--- src/rtl/dp_ram_pkg.sv ---
// Shared defaults and word/address types for the dual-port RAM.
package dp_ram_pkg;
  localparam int DATA_WIDTH = 8;
  localparam int ADDR_WIDTH = 4;

  typedef logic [DATA_WIDTH-1:0] data_t;
  typedef logic [ADDR_WIDTH-1:0] addr_t;
endpackage

--- src/rtl/dp_ram_array.sv ---
// Storage array with asynchronous clear, a synchronous write port and a
// combinational lookup that feeds the registered read port in the top.
module dp_ram_array #(
  parameter int DATA_WIDTH = dp_ram_pkg::DATA_WIDTH,
  parameter int ADDR_WIDTH = dp_ram_pkg::ADDR_WIDTH,
  parameter int DEPTH      = 2 ** ADDR_WIDTH
) (
  input  logic                  clk,
  input  logic                  rst,
  input  logic                  wr_en,
  input  logic [ADDR_WIDTH-1:0] wr_addr,
  input  logic [DATA_WIDTH-1:0] w_data,
  input  logic [ADDR_WIDTH-1:0] rd_addr,
  output logic [DATA_WIDTH-1:0] rd_word
);

  logic [DATA_WIDTH-1:0] mem [DEPTH];

  // Whole array clears on reset so unwritten words never read as X.
  always_ff @(posedge clk or posedge rst) begin
    if (rst) begin
      for (int i = 0; i < DEPTH; i++) begin
        mem[i] <= '0;
      end
    end else if (wr_en) begin
      mem[wr_addr] <= w_data;
    end
  end

  assign rd_word = mem[rd_addr];

endmodule

--- src/rtl/dp_ram.sv ---
// Simple dual-port synchronous RAM: one write port, one registered read port,
// write-first when both ports hit the same address in the same cycle.
module dp_ram #(
  parameter int DATA_WIDTH = dp_ram_pkg::DATA_WIDTH,
  parameter int ADDR_WIDTH = dp_ram_pkg::ADDR_WIDTH
) (
  input  logic                  clk,
  input  logic                  rst,
  input  logic                  wr_en,
  input  logic                  rd_en,
  input  logic [ADDR_WIDTH-1:0] wr_addr,
  input  logic [ADDR_WIDTH-1:0] rd_addr,
  input  logic [DATA_WIDTH-1:0] w_data,
  output logic [DATA_WIDTH-1:0] r_data
);

  localparam int DEPTH = 2 ** ADDR_WIDTH;

  logic [DATA_WIDTH-1:0] rd_word;
  logic                  collide;

  dp_ram_array #(
    .DATA_WIDTH(DATA_WIDTH),
    .ADDR_WIDTH(ADDR_WIDTH),
    .DEPTH     (DEPTH)
  ) u_array (
    .clk    (clk),
    .rst    (rst),
    .wr_en  (wr_en),
    .wr_addr(wr_addr),
    .w_data (w_data),
    .rd_addr(rd_addr),
    .rd_word(rd_word)
  );

  assign collide = wr_en && (wr_addr == rd_addr);

  // r_data holds across idle cycles; only rst returns it to zero.
  always_ff @(posedge clk or posedge rst) begin
    if (rst) begin
      r_data <= '0;
    end else if (rd_en) begin
      r_data <= collide ? w_data : rd_word;
    end
  end

endmodule

--- config.mk ---
export PLATFORM = sky130hd
export DESIGN_NAME = dp_ram
export DESIGN_NICKNAME = d
export VERILOG_FILES = /design/src/rtl/dp_ram_pkg.sv /design/src/rtl/dp_ram_array.sv /design/src/rtl/dp_ram.sv
export SDC_FILE = /design/constraint.sdc
export NUM_CORES = 1
export LEC_CHECK = 0
export CORE_ASPECT_RATIO = 0.75
export CORE_MARGIN = 2
export CORE_UTILIZATION = 55
export DETAILED_ROUTE_END_ITERATION = 10
export PLACE_DENSITY = 0.8
export SLEW_MARGIN = 20
export SYNTH_ARGS = -nofsm -noshare
export SYNTH_HDL_FRONTEND = slang
export SYNTH_SLANG_ARGS = --single-unit
--- constraint.sdc ---
create_clock -name clk -period 4 [get_ports clk]
set_clock_uncertainty 0.1 [all_clocks]
set_input_delay 0.6 -clock clk [delete_from_list [all_inputs] [get_ports clk]]
set_output_delay 0.6 -clock clk [all_outputs]
set_load 0.03 [all_outputs]
======== Yosys cells after proc, flatten, opt, wreduce, memory -nomap -nowiden ========
Index checks and enable logic that the tools add are counted.
operators by class
  order comparisons ....................... 3
  equal/unequal tests ..................... 1
  muxes and demuxes ....................... 7
  bitwise logic cells ..................... 2
  reduce and logical (&&, ||, !) cells .... 2
operators by type and width
  operator                                                    count
  bitwise mux 128 bit                                         1
  binary-select mux 8 bit (select 4 bit)                      1
  demux 8 bit (select 4 bit)                                  1
  two-way mux 8 bit                                           4
  greater-or-equal comparator 5 bit, second input constant    2
  NOT 4 -> 5 bit                                              2
  less-than comparator 5 x 1 -> 1 bit, second input constant  1
  == test 4 bit                                               1
  logical AND 1 bit                                           2
word-level totals
  flip-flop bits (word level) ............. 136
  logic and storage cells ................. 32

======== Depth between registers and ports, before layout ========
Gate-level depths: netlist of run 1.
  word-level depth ........................ 6
  depth in mapped cells ................... 7

======== Modules after synthesis ========
From an unflattened synthesis of run 1, not the netlist that was laid out.
second synthesis, totals
  cell total of the unflattened synthesis .. 428
  area, all modules ....................... 6448.7 µm²
by module, submodules not included
  module        times used  cells an instance  area each (µm²)  seq. area each (µm²)
  dp_ram_array  1           369                5953.2           3203.1
  dp_ram        1           59                 495.5            200.2

======== Least setup slack after synthesis of run 1 ========
OpenSTA, ideal clock, no wires.
  path kind ............................... input-to-reg
  start point ............................. input port rd_addr[0]
  end point ............................... register r_data[0]
  setup time .............................. 126 ps
  arrival time ............................ 1872 ps
  data required time ...................... 3774 ps
  path slack .............................. 1903 ps
  cell stages on the path ................. 6
  cells stage by stage .................... buf_6 buf_6 mux4_1 a22oi_1 nand2_1 a221o_1
between the ends
  longest elaborated chain between the ends .. 5
  elaborated cells on any way between the ends .. 7
ends and longest elaborated chain
  element                                               line                source
  start, declared                                       dp_ram.sv:12        input logic [ADDR_WIDTH-1:0] rd_addr,
  NOT 4 -> 5 bit (implied by the code)                  dp_ram_array.sv:30  assign rd_word = mem[rd_addr];
  binary-select mux 8 bit (select 4 bit)                dp_ram_array.sv:30
  two-way mux 8 bit (implied by the code) (2 in a row)  dp_ram_array.sv:30
  two-way mux 8 bit (*)                                 dp_ram.sv:43        r_data <= collide ? w_data : rd_word;
  end signal, assigned                                  dp_ram.sv:43
  end, declared                                         dp_ram.sv:14        output logic [DATA_WIDTH-1:0] r_data
Every way passes the cells marked *; elsewhere a longest branch is shown, timed or not. The select of a mux whose other input is x is not followed.
A chain may end at the register's enable or synchronous reset.

======== Worst setup path after layout of run 1 ========
  start point ............................. input port wr_addr[2]
  end point ............................... register u_array.mem[73] (netlist bit)
between the ends
  longest elaborated chain between the ends .. 6
  elaborated cells on any way between the ends .. 7
ends and longest elaborated chain
  element                                                                                                         line                source
  start, declared                                                                                                 dp_ram.sv:11        input logic [ADDR_WIDTH-1:0] wr_addr,
  NOT 4 -> 5 bit (implied by the code) (*)                                                                        dp_ram_array.sv:26  mem[wr_addr] <= w_data;
  greater-or-equal comparator 5 bit (implied by the code) or less-than comparator 5 x 1 -> 1 bit (tied branches)  dp_ram_array.sv:26
  logical AND 1 bit (implied by the code)                                                                         dp_ram_array.sv:26
  two-way mux 8 bit (implied by the code)                                                                         dp_ram_array.sv:26
  demux 8 bit (select 4 bit) (*)                                                                                  dp_ram_array.sv:26
  bitwise mux 128 bit (*)                                                                                         dp_ram_array.sv:26
  end signal, assigned by index                                                                                   dp_ram_array.sv:26
  end, declared                                                                                                   dp_ram_array.sv:17  logic [DATA_WIDTH-1:0] mem [DEPTH];
Every way passes the cells marked *; elsewhere a longest branch is shown, timed or not.

==> impl_metrics.yaml, run 1 <==
cts:
  cts-root-buf: "clkbuf_16"
  cts_tree: "built"
  insertion_delay_ps: 420
  clock_tree.htree_level_count: 4
  cts_num_sinks: 136
  cts_setup_buffers: 0
  clockBufferDepth: 2
  ctsHoldBuffers: 0
  numCtsBuffers: 17
  cts.clk_slew.worst_paths_ps: 60
  post_cts_resized: 0
routing:
  routed_wl_um: 13500
  drc_errors: 0
  drt_first_iter_violations: 265
  ant_nets: 0
  post_drt_via_cell_ratio: 6.40
  wl_per_cell_um: 23.4
  firstDrtPassIters: 4
  routed-via-count: 3707
sta:
  hold_viol_final: 0
  min_period_ps: 2580
  setup_violations: 0
  fin_tns_setup_ps: 0
  post-route-period-util: 0.644
  rsz0062_at_grt: "no"
  relSlewSlack: 0.388
  maxSlewViolCount: 0
  tightest_slew_ps: 916
  max_freq_mhz: 388
synthesis:
  yosys.area_share.simple: 0.0470
  syn_nets: 420
  synth_area_um2: 6340
  synthFlopType: "dfrtp_1"
  synth_top_family_by_area: "multiplexers"
  synth.yosys.seq_area_share: 0.537
  async_reset_ff_frac: 1.00
  yosys-mux-area-fraction: 0.349
  netlist_top_cells_area: "dfrtp_1, mux2_2, mux4_2"
  yosys.area.top_type: "dfrtp_1"
  synth-adder-area-share: 0
  synthCells: 400
  yosysTopAreaCellShare: 0.537
  yosys_warnings: 0
  synth_compound_area_frac: 0.0334
  synth_cell_type_count: 33
  synthXorXnorAreaFrac: 0.00553
  synth_edf_count: 0
  synth_area_per_cell_um2: 15.8
  synth-seq-cells: 136
placed_design:
  io_buffers: 27
  gp_congestion: 0.807
  dpl.hpwl_um: 8600
power:
  p_per_area_nw_per_um2: 560
  p_sw_w: 0.00106
  p_sw_frac: 0.262
  ir_drop_mv: 0.384
  intPower_w: 0.00299
  seq_power_share: 0.460
  clockPowerShare: 0.360
  pwr-share-comb: 0.180
  p_leak_nw: 3.08
final_layout:
  layout_common_cells: "dfrtp_1, mux2_2, clkdlybuf4s50_1, mux4_2"
  final_common_cell: "dfrtp_1"
  nFillCells: 794
  post-route-util: 0.654
  area_growth_pct: 14.2
  final_layout_size_suffix_gt1_frac: 0.405
  diodes: 0
  finalNetCount: 446
global_route:
  grt_max_degree: 73
  grt_pass1_vias: 3867
  grt_pass1_wl_um: 21800
  antenna_found_initial: 0
  grtUsageTotal: 0.237
  grt-ovfl-total: 0
hold_path:
  hold_class: "reg2reg"
  worstHoldStart: "u_array.mem[27]"
floorplan:
  dieHeight_um: 97.0
  io_pins: 28
  design.core.area_um2: 11100
  row_count: 33
  die_area_um2: 12400
  start_util: 0.573
  die_w_um: 128
critical_path:
  crit_start: "wr_addr[2]"
  timing.rr.start: "u_array.mem[102]"
  endpoint_kind: "flop"
  cp.arrival_ps: 2780
  crit_path_start_kind: "primary input"
  cp_data_required_time_ps: 4200
  worstPathMaxFanout: 10
  crit_type: "in2reg"
flow_run:
  max_cap_viol_count: 0
outcome:
  status: "completed"
==> path summary, 6_finish.rpt <==
check	cells after the start	slack, ps	end
hold / removal	1	380	u_array.mem[27]
min in group asynchronous	2	620	u_array.mem[47]
max in group asynchronous	3	2330	u_array.mem[53]
setup reg to reg	4	2220	r_data[6]
setup / recovery	4	1420	u_array.mem[73]
hold reg to reg	1	380	u_array.mem[27]
==> cells by family after synthesis <==
kind of cell,Yosys count
xor+xnor,4
compound gates,25
flops,136
buf+inv,28
simple gates,47
mux,160
==> routing by layer <==
| metal | part of all wire | GRT usage | up-vias |
|---|---|---|---|
| li1 | - | - | 1575 |
| met1 | 0.44 | 0.346 | 1992 |
| met2 | 0.47 | 0.346 | 120 |
| met3 | 0.069 | 0.0631 | 20 |
| met4 | 0.014 | 0.0837 | 0 |
| met5 | 0 | 0 | - |
==> per-stage QoR <==
| stage | std cells | hold WS, ps | area (um2) | setup WS, ps | total power, W |
|---|---|---|---|---|---|
| 6_report | 579 | 385 | 7240 | 1420 | 0.00405 |
| 5_1_grt | 579 | 402 | 7240 | 1270 | 0.00424 |
| 4_1_cts | 579 | 387 | 7240 | 1470 | 0.00408 |
| 3_5_place_dp | 547 | 374 | 6680 | 1050 | 0.00261 |
| 3_3_place_gp | 547 | 363 | 6680 | 1070 | 0.00255 |
| 2_1_floorplan | 400 | 352 | 6340 | 1610 | 0.00239 |
==> synthesized netlist by cell type (3+ instances only) <==
cell	n
mux4_1	14
a221o_1	8
mux2_2	111
nor2b_1	11
mux4_2	18
a22oi_1	15
nor2_2	3
nor2_1	3
xor2_1	3
nand2_1	13
nor3_2	4
buf_6	4
buf_2	6
clkbuf_1	12
dfrtp_1	136
mux2_1	17
==> flip-flops by register name (all words and copies together) (netlist names) <==
| name | count |
|---|---|
| r_data | 8 |
| u_array.mem | 128 |
==> cell type report <==
type                    count  area [um2]  share of cell area
clock inverters            14         126              0.0175
inverters                   2        11.3             0.00156
flip-flops and latches    136        3400               0.470
clock buffers              18         429              0.0593
multi-input cells         236        2760               0.381
repair buffers             33         335              0.0463
well taps                 140         175              0.0242
==> power by group through the flow <==
stage	combinational [W]	sequential (W)	clock (W)
3_3_place_gp	0.000700	0.00185	0
3_5_place_dp	0.000730	0.00188	0
4_1_cts	0.000738	0.00186	0.00148
5_1_grt	0.000785	0.00190	0.00156
2_1_floorplan	0.000533	0.00185	0
6_report	0.000731	0.00186	0.00146
==> critical path: stages <==
cell             delay [ps]
clkdlybuf4s50_1         780
nand3_1                 270
nor3_2                  700
mux2_2                  420
(Power assumes the default switching activity.)
==> inputs of run 2 (changes only) <==
==> constraint.sdc (replaced) <==
create_clock -name clk -period 2.2 [get_ports clk]
set_clock_uncertainty 0.1 [all_clocks]
set_input_delay 0.33 -clock clk [delete_from_list [all_inputs] [get_ports clk]]
set_output_delay 0.33 -clock clk [all_outputs]
set_load 0.03 [all_outputs]
==> impl_metrics.yaml, run 2 (same netlist as run 1, synthesis figures left out) <==
routing:
  drc_errors: 0
  firstDrtPassIters: 4
  wl_per_cell_um: 23.5
  ant_nets: 0
  routed_wl_um: 14500
  drt_first_iter_violations: 327
  routed-via-count: 3844
  post_drt_via_cell_ratio: 6.21
final_layout:
  top_register: "u_array.mem"
  final_common_cell: "dfrtp_1"
  nFillCells: 725
  largest_reg_flops: 128
  finalNetCount: 486
  seq_area_um2: 3400
  final_layout_size_suffix_gt1_frac: 0.457
  diodes: 0
  multi_input_area_um2: 2760
  layout_common_cells: "dfrtp_1, mux2_2, buf_4, clkdlybuf4s50_1, mux4_2"
  largest_registers: "u_array.mem: 128 flops, r_data: 8 flops"
  area_growth_pct: 20.9
sta:
  hold_viol_final: 0
  setup_violations: 0
  max_freq_mhz: 510
  tightest_slew_ps: 858
  maxSlewViolCount: 0
  post-route-period-util: 0.892
  min_period_ps: 1960
  relSlewSlack: 0.427
  rsz0062_at_grt: "no"
  fin_ws_ps: 238
global_route:
  grt_pass1_wl_um: 23900
  grt_pass1_vias: 4173
  grt_max_degree: 53
  antenna_found_initial: 0
  grtUsageTotal: 0.258
  grt-ovfl-total: 0
placed_design:
  dpl.hpwl_um: 9610
  gp_congestion: 0.840
  preCtsSetupSlack_ps: -194
  io_buffers: 27
cts:
  clockBufferDepth: 2
  insertion_delay_ps: 420
  cts-root-buf: "clkbuf_16"
  cts.clk_slew.worst_paths_ps: 60
  ctsHoldBuffers: 0
  clock_tree.htree_level_count: 4
  cts_setup_buffers: 0
  post_cts_resized: 0
  cts_tree: "built"
  numCtsBuffers: 17
  cts_num_sinks: 136
critical_path:
  reg2reg_slack_ps: 450
  cp.arrival_ps: 2150
  cp_data_required_time_ps: 2390
  crit_end: "r_data[5]"
  crit_path_start_kind: "primary input"
  crit_type: "in2reg"
  worstPathMaxFanout: 17
  ff2ff_path_depth: 4
  rr_endpoint: "r_data[7]"
  endpoint_kind: "flop"
  timing.rr.start: "u_array.mem[55]"
  crit_start: "rd_addr[3]"
power:
  p_total_w: 0.00757
  p_per_area_nw_per_um2: 989
  ir_drop_mv: 0.631
  p_leak_nw: 3.33
flow_run:
  max_cap_viol_count: 0
floorplan:
  dieHeight_um: 97.0
  die_area_um2: 12400
  start_util: 0.573
  design.core.area_um2: 11100
  die_w_um: 128
  io_pins: 28
  row_count: 33
hold_path:
  hold_class: "in2async"
outcome:
  status: "completed"
## run 2: cell count changes in the layout (fill, tap and decap cells not counted), moves of 4 or more
cell | previous run | this run
clkinvlp_4 | 9 | 5
inv_6 | 2 | 7
buf_4 | 4 | 36
buf_12 | 2 | 10
## run 2: stage by stage
step | area, um2 | setup TNS [ps] | hold slack (ps) | cells | utilization
6_report | 7660 | 0 | 149 | 619 | 0.692
5_1_grt | 7660 | 0 | 162 | 619 | 0.692
4_1_cts | 7660 | 0 | 150 | 619 | 0.692
3_5_place_dp | 7080 | -1730 | 376 | 587 | 0.640
3_3_place_gp | 7080 | -1310 | 363 | 587 | 0.640
2_1_floorplan | 6340 | 0 | 352 | 400 | -
## run 2: layer usage
layer,track usage,vias to the layer above,part of all wire
li1,-,1658,-
met1,0.373,2050,0.44
met2,0.397,131,0.48
met3,0.0592,5,0.070
met4,0.0761,0,0.0048
met5,0,-,0
## run 2: worst min path at each step
| stage | startpoint | slack (ps) | endpoint | cells after the start |
|---|---|---|---|---|
| 5_1_grt | rst | 160 | u_array.mem[111] | 2 |
| 3_3_place_gp | u_array.mem[31] | 360 | u_array.mem[31] | 1 |
| 2_1_floorplan | u_array.mem[31] | 350 | u_array.mem[31] | 1 |
| 4_1_cts | rst | 150 | u_array.mem[125] | 2 |
| 3_5_place_dp | u_array.mem[27] | 380 | u_array.mem[27] | 1 |
| 6_report | rst | 150 | u_array.mem[125] | 2 |
## run 2: layout make-up
type                       instances  share of cell area
inverter                           2             0.00147
tap                              140              0.0229
timing repair buffer              73              0.0960
clock inverter                    14              0.0180
clock buffer                      18              0.0573
multi-input combinational        236               0.360
sequential                       136               0.444
## run 2: critical path, stage by stage
cell and delay [ps]:
clkdlybuf4s50_1 500, buf_12 200, mux4_2 520, a22oi_1 210
nand2_1 80, a221o_1 300
## run 2: power breakdown
group | total [W] | leakage [nW] | switching, W | internal (W)
clock | 0.00278 | 0.273 | 0.00116 | 0.00161
combinational | 0.00140 | 1.39 | 0.000556 | 0.000844
sequential | 0.00340 | 1.67 | 0.000311 | 0.00309
==> inputs of run 3 (changes only) <==
==> constraint.sdc (replaced) <==
create_clock -name clk -period 1.6 [get_ports clk]
set_clock_uncertainty 0.1 [all_clocks]
set_input_delay 0.24 -clock clk [delete_from_list [all_inputs] [get_ports clk]]
set_output_delay 0.24 -clock clk [all_outputs]
set_load 0.03 [all_outputs]
==> impl_metrics.yaml, run 3 (same netlist as run 1, synthesis figures left out) <==
floorplan:
  die_w_um: 128
  design.core.area_um2: 11100
  die_area_um2: 12400
  start_util: 0.573
  dieHeight_um: 97.0
  io_pins: 28
  row_count: 33
placed_design:
  dpl.hpwl_um: 9660
  io_buffers: 27
  gp_congestion: 0.855
critical_path:
  crit_end: "r_data[3]"
  reg2reg_slack_ps: -140
  rr_endpoint: "r_data[3]"
  cp.arrival_ps: 1920
  timing.rr.start: "u_array.mem[91]"
  crit_path_start_kind: "flop"
  cp_data_required_time_ps: 1780
  endpoint_kind: "flop"
  crit_start: "u_array.mem[91]"
  crit_type: "reg2reg"
  worstPathMaxFanout: 2
  ff2ff_path_depth: 4
final_layout:
  largest_reg_flops: 128
  area_growth_pct: 23.9
  finalNetCount: 511
  seq_area_um2: 3400
  nFillCells: 727
  multi_input_area_um2: 2840
  diodes: 0
  layout_common_cells: "dfrtp_1, mux2_2, buf_4, mux4_2, clkbuf_16"
  final_common_cell: "dfrtp_1"
  final_layout_size_suffix_gt1_frac: 0.548
  top_register: "u_array.mem"
  largest_registers: "u_array.mem: 128 flops, r_data: 8 flops"
cts:
  cts-root-buf: "clkbuf_16"
  insertion_delay_ps: 410
  cts.clk_slew.worst_paths_ps: 60
  cts_num_sinks: 136
  numCtsBuffers: 17
  ctsHoldBuffers: 0
  clockBufferDepth: 2
  clock_tree.htree_level_count: 4
  cts_tree: "built"
routing:
  wl_met3_um: 669
  drc_errors: 0
  dr.max_layer_used: "met4"
  drt-met1-wl_um: 6740
  ant_nets: 0
  routed_wl_um: 14600
  drt_first_iter_violations: 237
  firstDrtPassIters: 5
  dr_wl_met2_um: 6880
  wl_per_cell_um: 22.6
  routed-via-count: 3870
  post_drt_via_cell_ratio: 6.01
power:
  ir_drop_mv: 0.824
  p_per_area_nw_per_um2: 1330
  p_leak_nw: 3.45
sta:
  relSlewSlack: 0.621
  tightest_slew_ps: 566
  min_period_ps: 1740
  maxSlewViolCount: 0
  timing.hold.ws_ps: 165
  rsz0062_at_grt: "yes"
  max_freq_mhz: 576
  setup_violations: 8
  post-route-period-util: 1.09
  hold_viol_final: 0
  fin_ws_ps: -136
  fin_tns_setup_ps: -570
global_route:
  grt-ovfl-total: 0
  grt_max_degree: 74
  grtUsageTotal: 0.254
  grt_pass1_vias: 4226
  antenna_found_initial: 0
  grt_pass1_wl_um: 23700
hold_path:
  hold_class: "in2async"
flow_run:
  max_cap_viol_count: 0
outcome:
  violations: "setup timing"
  status: "complete, but fails checks"
-- run 3: stage by stage --
stage                     setup slack (ps)  cell area, um2  power (W)  utilization  cells
after global placement                -569            7160    0.00654        0.647    610
after detailed placement              -588            7160    0.00667        0.647    610
after global routing                  -197            7850     0.0109        0.710    644
after CTS                             -125            7820     0.0104        0.707    644
final                                 -136            7850     0.0104        0.710    644
after floorplan                       -433            6350    0.00600            -    400
-- run 3: critical path: stages, from the launching register on --
cell	delay [ps]
dfrtp_1	400
mux4_2	500
a22oi_2	220
nand2_1	90
a221o_1	310
-- run 3: where the power goes --
group / switching [W] / total [W] / internal (W)
registers: 0.000445 / 0.00469 / 0.00425
clock network: 0.00141 / 0.00375 / 0.00234
logic: 0.000818 / 0.00201 / 0.00119
total: 0.00267 / 0.0104 / 0.00778
-- run 3: worst min path at each step --
stage                       end             start  depth (start not counted)  slack (ps)
2_1_floorplan   u_array.mem[25]         w_data[1]                          1         270
3_3_place_gp   u_array.mem[118]  u_array.mem[118]                          1         370
3_5_place_dp    u_array.mem[25]   u_array.mem[25]                          1         380
4_1_cts        u_array.mem[120]               rst                          3         160
5_1_grt        u_array.mem[120]               rst                          3         190
6_report       u_array.mem[120]               rst                          3         170
-- run 3: cell type report --
| type | count | area share |
|---|---|---|
| inverters | 2 | 0.00143 |
| flip-flops and latches | 136 | 0.433 |
| well taps | 140 | 0.0223 |
| repair buffers | 98 | 0.109 |
| multi-input cells | 236 | 0.361 |
| clock inverters | 7 | 0.00845 |
| clock buffers | 25 | 0.0644 |
-- run 3: routing by layer --
metal	up-vias	global-route usage
li1	1689	-
met2	115	0.394
met5	-	0
met4	0	0.0820
met1	2043	0.361
met3	23	0.0548
-- run 3: timing repair --
| item | 4_1_cts | 5_1_grt |
|---|---|---|
| resized for setup | 34 | 12 |
| buffers inserted | 2 | 0 |
| endpoints found under the hold margin | 0 | 0 |
| pin swaps | 3 | 2 |
| setup endpoints to repair | 136 | 23 |
